<file path="src/rtl/seq_divider_pkg.sv">
// Shared definitions for the sequential restoring divider: FSM encoding,
// iteration-counter sizing and the quotient reported for a zero divisor.
package seq_divider_pkg;

    typedef enum logic [1:0] {
        IDLE   = 2'd0,
        CALC   = 2'd1,
        FINISH = 2'd2
    } state_t;

    // Counter must reach size, so it needs ceil(log2(size+1)) bits
    function automatic int cnt_width(input int n);
        return $clog2(n + 1);
    endfunction

    // Sliced to the operand width by the user
    localparam logic [63:0] ZERO_QUOTIENT = '1;

endpackage

</file>
<file path="src/rtl/seq_divider_div_step.sv">
// One restoring-division step: shift in the next dividend bit, trial-subtract
// the divisor and keep the difference only when it does not borrow.
module seq_divider_div_step #(
    parameter int size = 8
) (
    input  logic [size:0]   partial_rem,
    input  logic            in_bit,
    input  logic [size-1:0] divisor,
    output logic [size:0]   next_rem,
    output logic            q_bit
);

    logic [size:0] shifted;
    logic [size:0] divisor_ext;

    always_comb begin
        shifted     = {partial_rem[size-1:0], in_bit};
        divisor_ext = {1'b0, divisor};
        q_bit       = (shifted >= divisor_ext);
        next_rem    = q_bit ? (shifted - divisor_ext) : shifted;
    end

endmodule

</file>
<file path="src/rtl/seq_divider.sv">
// Sequential unsigned divider, one quotient bit per clock, with a start/done
// handshake; results are held stable for the seven-segment display driver.
module seq_divider
    import seq_divider_pkg::*;
#(
    parameter int size = 8
) (
    input  logic            clk,
    input  logic            rst_n,
    input  logic            start,
    input  logic [size-1:0] dividend,
    input  logic [size-1:0] divisor,
    output logic [size-1:0] consult,
    output logic [size-1:0] remainder,
    output logic            busy,
    output logic            done,
    output logic            div_zero
);

    localparam int            CW   = cnt_width(size);
    localparam logic [CW-1:0] LAST = CW'(size - 1);

    state_t          state, state_nxt;
    logic [CW-1:0]   cnt;
    logic [size-1:0] dq;
    logic [size-1:0] dvs;
    logic [size:0]   rem;
    logic [size:0]   next_rem;
    logic            q_bit;

    seq_divider_div_step #(.size(size)) u_step (
        .partial_rem (rem),
        .in_bit      (dq[size-1]),
        .divisor     (dvs),
        .next_rem    (next_rem),
        .q_bit       (q_bit)
    );

    always_ff @(posedge clk or negedge rst_n) begin
        if (!rst_n) begin
            state <= IDLE;
        end else begin
            state <= state_nxt;
        end
    end

    always_comb begin
        state_nxt = state;
        busy      = 1'b0;
        done      = 1'b0;
        case (state)
            IDLE: begin
                if (start) begin
                    state_nxt = (divisor == '0) ? FINISH : CALC;
                end
            end
            CALC: begin
                busy = 1'b1;
                if (cnt == LAST) begin
                    state_nxt = FINISH;
                end
            end
            FINISH: begin
                done      = 1'b1;
                state_nxt = IDLE;
            end
            default: state_nxt = IDLE;
        endcase
    end

    // dq shifts dividend bits out of the MSB while quotient bits enter the LSB
    always_ff @(posedge clk or negedge rst_n) begin
        if (!rst_n) begin
            cnt       <= '0;
            dq        <= '0;
            dvs       <= '0;
            rem       <= '0;
            consult   <= '0;
            remainder <= '0;
            div_zero  <= 1'b0;
        end else begin
            case (state)
                IDLE: begin
                    if (start) begin
                        dq  <= dividend;
                        dvs <= divisor;
                        rem <= '0;
                        cnt <= '0;
                        if (divisor == '0) begin
                            consult   <= ZERO_QUOTIENT[size-1:0];
                            remainder <= dividend;
                            div_zero  <= 1'b1;
                        end
                    end
                end
                CALC: begin
                    dq  <= {dq[size-2:0], q_bit};
                    rem <= next_rem;
                    cnt <= cnt + 1'b1;
                    // Outputs load only on the final step so the display never sees partials
                    if (cnt == LAST) begin
                        consult   <= {dq[size-2:0], q_bit};
                        remainder <= next_rem[size-1:0];
                        div_zero  <= 1'b0;
                    end
                end
                default: ;
            endcase
        end
    end

endmodule

</file>
<file path="config.mk">
export PLATFORM = sky130hd
export DESIGN_NAME = seq_divider
export DESIGN_NICKNAME = d
export VERILOG_FILES = /design/src/rtl/seq_divider_pkg.sv /design/src/rtl/seq_divider_div_step.sv /design/src/rtl/seq_divider.sv
export SDC_FILE = /design/constraint.sdc
export NUM_CORES = 1
export LEC_CHECK = 0
export ABC_AREA = 1
export ABC_CLOCK_PERIOD_IN_PS = 1600
export CORE_MARGIN = 2
export CORE_UTILIZATION = 50
export CTS_CLUSTER_SIZE = 16
export DETAILED_ROUTE_END_ITERATION = 10
export PLACE_DENSITY = 0.88
export SLEW_MARGIN = 40
export SYNTH_ARGS = -nofsm -noshare
export SYNTH_HDL_FRONTEND = slang
export SYNTH_HIERARCHICAL = 1
export SYNTH_SLANG_ARGS = --single-unit
</file>
<file path="constraint.sdc">
create_clock -name clk -period 1.6 [get_ports clk]
set_input_delay 0.32 -clock clk [delete_from_list [all_inputs] [get_ports clk]]
set_output_delay 0.32 -clock clk [all_outputs]
set_load 0.05 [all_outputs]
</file>
==> impl_metrics.csv <==
group,metric,value,unit
floorplanning,num_rows,26,
floorplanning,die_w,77.8,µm
sta,slew_viol_final,0,
clock_tree,cts_sinks,47,
global_routing,grt_start_max_net_pins,48,
outcome,violations,"setup timing",
final_layout,antennaDiodeCount,0,
hold_path,hold_path_class,"reg -> reg",
final_layout,final_layout_size_suffix_gt1_share,35.6,%
worst_setup_path,timing.rr.start,"dvs[1]",
global_routing,antenna_found_initial,0,
detailed_routing,firstDrtPassIters,5,
worst_setup_path,start_kind,"flop",
outcome,status,"complete, but fails checks",
placement,place_congestion,0.920,
floorplanning,die_h,77.8,µm
worst_setup_path,worstRegToRegCells,12,
sta,period_needed,1920,ps
floorplanning,die_area,0.00605,mm²
detailed_routing,drtIter0Drc,323,
sta,clock.fmax,0.520,GHz
worst_setup_path,r2r_end,"remainder[4]",
floorplanning,core-area,0.00517,mm²
clock_tree,ctsRootBufferMaster,"clkbuf_8",
worst_setup_path,r2r_slack,-320,ps
sta,setup_slack,-324,ps
detailed_routing,vias,2990,
final_layout,fin_area,0.00397,mm²
sta,finalHoldViolCount,0,
clock_tree,cts_inserted_buffers,5,
clock_tree,clkLatencyLatePin,310,ps
detailed_routing,via_per_inst,5.66,
detailed_routing,wl_per_cell,16.2,µm
clock_tree,cts_tree,"built",
global_routing,overflow,0,
sta,skew,10.3,ps
sta,tightest_slew,416,ps
detailed_routing,ant_nets,0,
final_layout,syn_to_final_growth,45.7,%
sta,fin_tns_setup,-3640,ps
worst_setup_path,cp-startpoint,"dvs[1]",
worst_setup_path,critPathMaxFanout,2,
placement,dpl.cell_count,504,
global_routing,grt_pass1_vias,2737,
worst_setup_path,crit_arrival,2180,ps
logic_synthesis,syn_area,0.00272,mm²
logic_synthesis,avgSynthCellArea,7.42,µm²
worst_setup_path,end_kind,"flop",
logic_synthesis,yosysWarnings,6,
clock_tree,path_clk_slew,100,ps
flow_run,cap_violations,0,
sta,setup_viol,18,
clock_tree,htreeDepth,2,
floorplanning,start_util,52.6,%
final_layout,final_nets,486,
logic_synthesis,syn_inst,367,
final_layout,final_util,76.7,%
detailed_routing,drc,0,
global_routing,grt_pass1_wl,13.0,mm
final_layout,final_cells,528,
global_routing,grt_use_total,27.4,%
worst_setup_path,critPathRequiredTime,1860,ps
worst_setup_path,path_class,"reg -> reg",
placement,place_area,0.00352,mm²
sta,rsz0062_at_grt,"true",
placement,dpl.hpwl,5.21,mm
sta,slew_headroom,72.0,%
clock_tree,clock_path_buffers,2,
placement,port_buffers,37,
detailed_routing,totalWireLength,8.57,mm
sta,finalCritPeriodShare,120,%
logic_synthesis,syn-num-nets,396,
floorplanning,boundaryPins,38,
worst_setup_path,endpoint,"remainder[4]",
-- stage by stage --
| step | setup slack, ps | hold WS, ps |
|---|---|---|
| after global placement | -308 | 320 |
| after CTS | -248 | 482 |
| final | -324 | 482 |
| after global routing | -398 | 516 |
| after detailed placement | -355 | 322 |
| after floorplan | -65.5 | 24.4 |
-- flip-flops by register name, indices dropped and copies added (netlist names) --
register and count:
consult 8, dq 8, dvs 8, rem 8
remainder 8, cnt 4, state 2, div_zero 1
-- what timing repair did --
action / CTS / global route
resized for setup: 43 / 30
buffers inserted: 7 / 7
endpoints found under the hold margin: 47 / 0
gates cloned: 1 / 0
hold buffers: 1 / 0
pin swaps: 30 / 22
endpoints found under the setup margin: 19 / 18
-- critical path, stage by stage (launching register included) --
cell and delay, ps:
dfrtp_1 400, buf_4 150, fa_2 400, inv_2 80
nand2_1 50, nand2_1 80, xor2_1 170, nand2_1 80
nand2_1 90, inv_2 50, o21ai_2 150, nand3_1 90
nand2_1 70
-- worst min-delay path by stage --
stage                       startpoint      endpoint  cells past startpoint
after floorplan                  rst_n        cnt[0]                      0
after global placement           rst_n  remainder[3]                      2
after detailed placement         rst_n  remainder[1]                      2
after CTS                       dvs[7]        dvs[7]                      2
after global routing      remainder[5]  remainder[5]                      2
final                       consult[2]    consult[2]                      2
-- cells in the final DEF, fill, tap and decap left out, drive strengths merged --
master / instances
a21oi: 3
buf: 73
nand3: 26
clkinv: 1
a22o: 1
o22ai: 1
dfrtp: 47
nor2: 16
ha: 9
clkbuf: 5
fa: 1
dlygate4sd3: 1
xor2: 4
nand4: 12
nand2: 150
clkdlybuf4s50: 17
clkinvlp: 1
o21ai: 33
xnor2: 1
bufinv: 1
a31oi: 1
inv: 54
-- per-layer routing --
metal,vias to the layer above,track usage (%),share of wire (%)
met5,-,0,0
met4,0,10.4,5.3
met3,46,5.12,7.7
met2,208,46.1,49
met1,1400,35.1,38
li1,1336,-,-
-- final cells by class --
type | count | area, µm²
Multi-Input combinational cell | 258 | 1570
Tap cell | 70 | 87.6
Inverter | 54 | 209
Timing Repair Buffer | 91 | 807
Fill cell | 312 | 1210
Clock inverter | 3 | 47.5
Clock buffer | 5 | 68.8
Sequential cell | 47 | 1180
Power is left out: the tool's default activity adds up to more than one toggle a clock period on the data nets, which glitch-free logic cannot reach.
==> patch, RTL diff (same flow settings) <==
Register the output `remainder` once more, with the module's reset; this adds one clock of latency there. The other outputs are not delayed to match.
--- a/src/rtl/seq_divider.sv
+++ b/src/rtl/seq_divider.sv
@@ -19,6 +19,8 @@
 
     localparam int            CW   = cnt_width(size);
     localparam logic [CW-1:0] LAST = CW'(size - 1);
+
+    logic [size-1:0] remainder_s0;
 
     state_t          state, state_nxt;
     logic [CW-1:0]   cnt;
@@ -76,7 +78,7 @@
             dvs       <= '0;
             rem       <= '0;
             consult   <= '0;
-            remainder <= '0;
+            remainder_s0 <= '0;
             div_zero  <= 1'b0;
         end else begin
             case (state)
@@ -88,7 +90,7 @@
                         cnt <= '0;
                         if (divisor == '0) begin
                             consult   <= ZERO_QUOTIENT[size-1:0];
-                            remainder <= dividend;
+                            remainder_s0 <= dividend;
                             div_zero  <= 1'b1;
                         end
                     end
@@ -100,7 +102,7 @@
                     // Outputs load only on the final step so the display never sees partials
                     if (cnt == LAST) begin
                         consult   <= {dq[size-2:0], q_bit};
-                        remainder <= next_rem[size-1:0];
+                        remainder_s0 <= next_rem[size-1:0];
                         div_zero  <= 1'b0;
                     end
                 end
@@ -109,5 +111,13 @@
         end
     end
 
+    always_ff @(posedge clk or negedge rst_n) begin
+        if (!rst_n) begin
+            remainder <= '0;
+        end else begin
+            remainder <= remainder_s0;
+        end
+    end
+
 endmodule
 
Formal check against the unedited RTL: not equivalent (Yosys sat finds a counterexample within 4 cycles, from zero or initial values and one cycle with rst_n low).
==> patch against the original RTL <==
- the run still ends with negative setup slack left
- sequential cell count is 8 higher
- clock skew is 6.0 ps lower
- worst setup slack better by 16 ps
- synthesized cell count is 3.3% higher
- design area is 5.2% higher
- count of clock-buffer cells in the layout stayed put
- global-route usage is 2.4 points lower
- wire length is 5.6% lower
- area after synthesis is 8.1% higher
- utilization is 2.3 points lower
- critical path type unchanged
- critical endpoint is now remainder_s0[1]
Power is not shown: default switching activity piles up to over one toggle a cycle in this logic, so the estimate is an artifact.
==> patch: results (changes against the original RTL) <==
DRT iter0 DRCs: 209 (-35%)
# placed instances: 524 (+4.0%)
Fraction of area in multi-input gates: 37.85% (-1.7 points)
Synthesized area per cell: 7.765 um^2 (+4.7%)
Clock Sinks: 55 (+17%)
Fillers: 406 (+30%)
# nets final: 500 (+2.9%)
Largest net degree at the start of global routing: 56 (+17%)
Gpl congestion: 0.8960 (-2.6%)
Multi-input gates: 260 (+0.78%)
Buffering overhead: 19.38% (-0.97 points)
WL/cell: 14.91 um (-8.2%)
TNS Setup: -3360 ps (+279.5 ps)
Overall Global Routing Usage: 25.06% (-2.4 points)
Vias in the first global route: 2824 (+3.2%)
Tap Cells: 72 (+2.9%)
First-pass GRT wire length: 12520 um (-3.8%)
Status: finished with violations
Post-DP HPWL: 5197 um (-0.29%)
Via density: 5.385 (-4.9%)
Final std cells w/o fill: 543 (+2.8%)
Failing checks: negative setup slack
Register area: 0.001379 mm^2 (+17%)
Logic inverters: 55 (+1.9%)
Worst setup margin: -308.1 ps (+16.12 ps)
Post-Syn Nets: 408 (+3.0%)
Crit path largest cell delay: 450 ps (+50 ps)
Clk_skew: 4.371 ps (-5.960 ps)
Layout clock area frac: 2.549% (-0.38 points)
Nonclk buf count: 94 (+3.3%)
CP max FO: 5 (+3)
CP max stage cell: dfrtp_2
Final setup fails: 18 (unchanged)
Design Area, Final: 0.004172 mm^2 (+5.2%)
patch: layer usage:
layer	share of wire [%]	global-route usage [%]	vias up	wire length [um]
met5	0	0	-	0
met3	6.4	4.270	32	519
met1	41	32.82	1389	3309
li1	-	-	1372	-
met2	49	40.17	131	3990
met4	3.4	12.71	0	278
patch: final timing paths:
| path | depth (start not counted) | slack [ps] | end | startpoint |
|---|---|---|---|---|
| hold / removal | 0 | 380 | remainder[7] | remainder_s0[7] |
| max in group asynchronous | 3 | 820 | state[1] | rst_n |
| setup reg to reg | 13 | -310 | remainder_s0[1] | rem[1] |
| hold reg to reg | 0 | 380 | remainder[7] | remainder_s0[7] |
| setup / recovery | 13 | -310 | remainder_s0[1] | rem[1] |
| min in group asynchronous | 3 | 520 | remainder[6] | rst_n |
patch: worst max-delay path: cells and delay by family (launching register included):
kind	cells	cell delay, ps
compound gates	1	120
fa+ha+maj	1	310
flops	1	450
simple gates	10	910
buf+inv	1	50
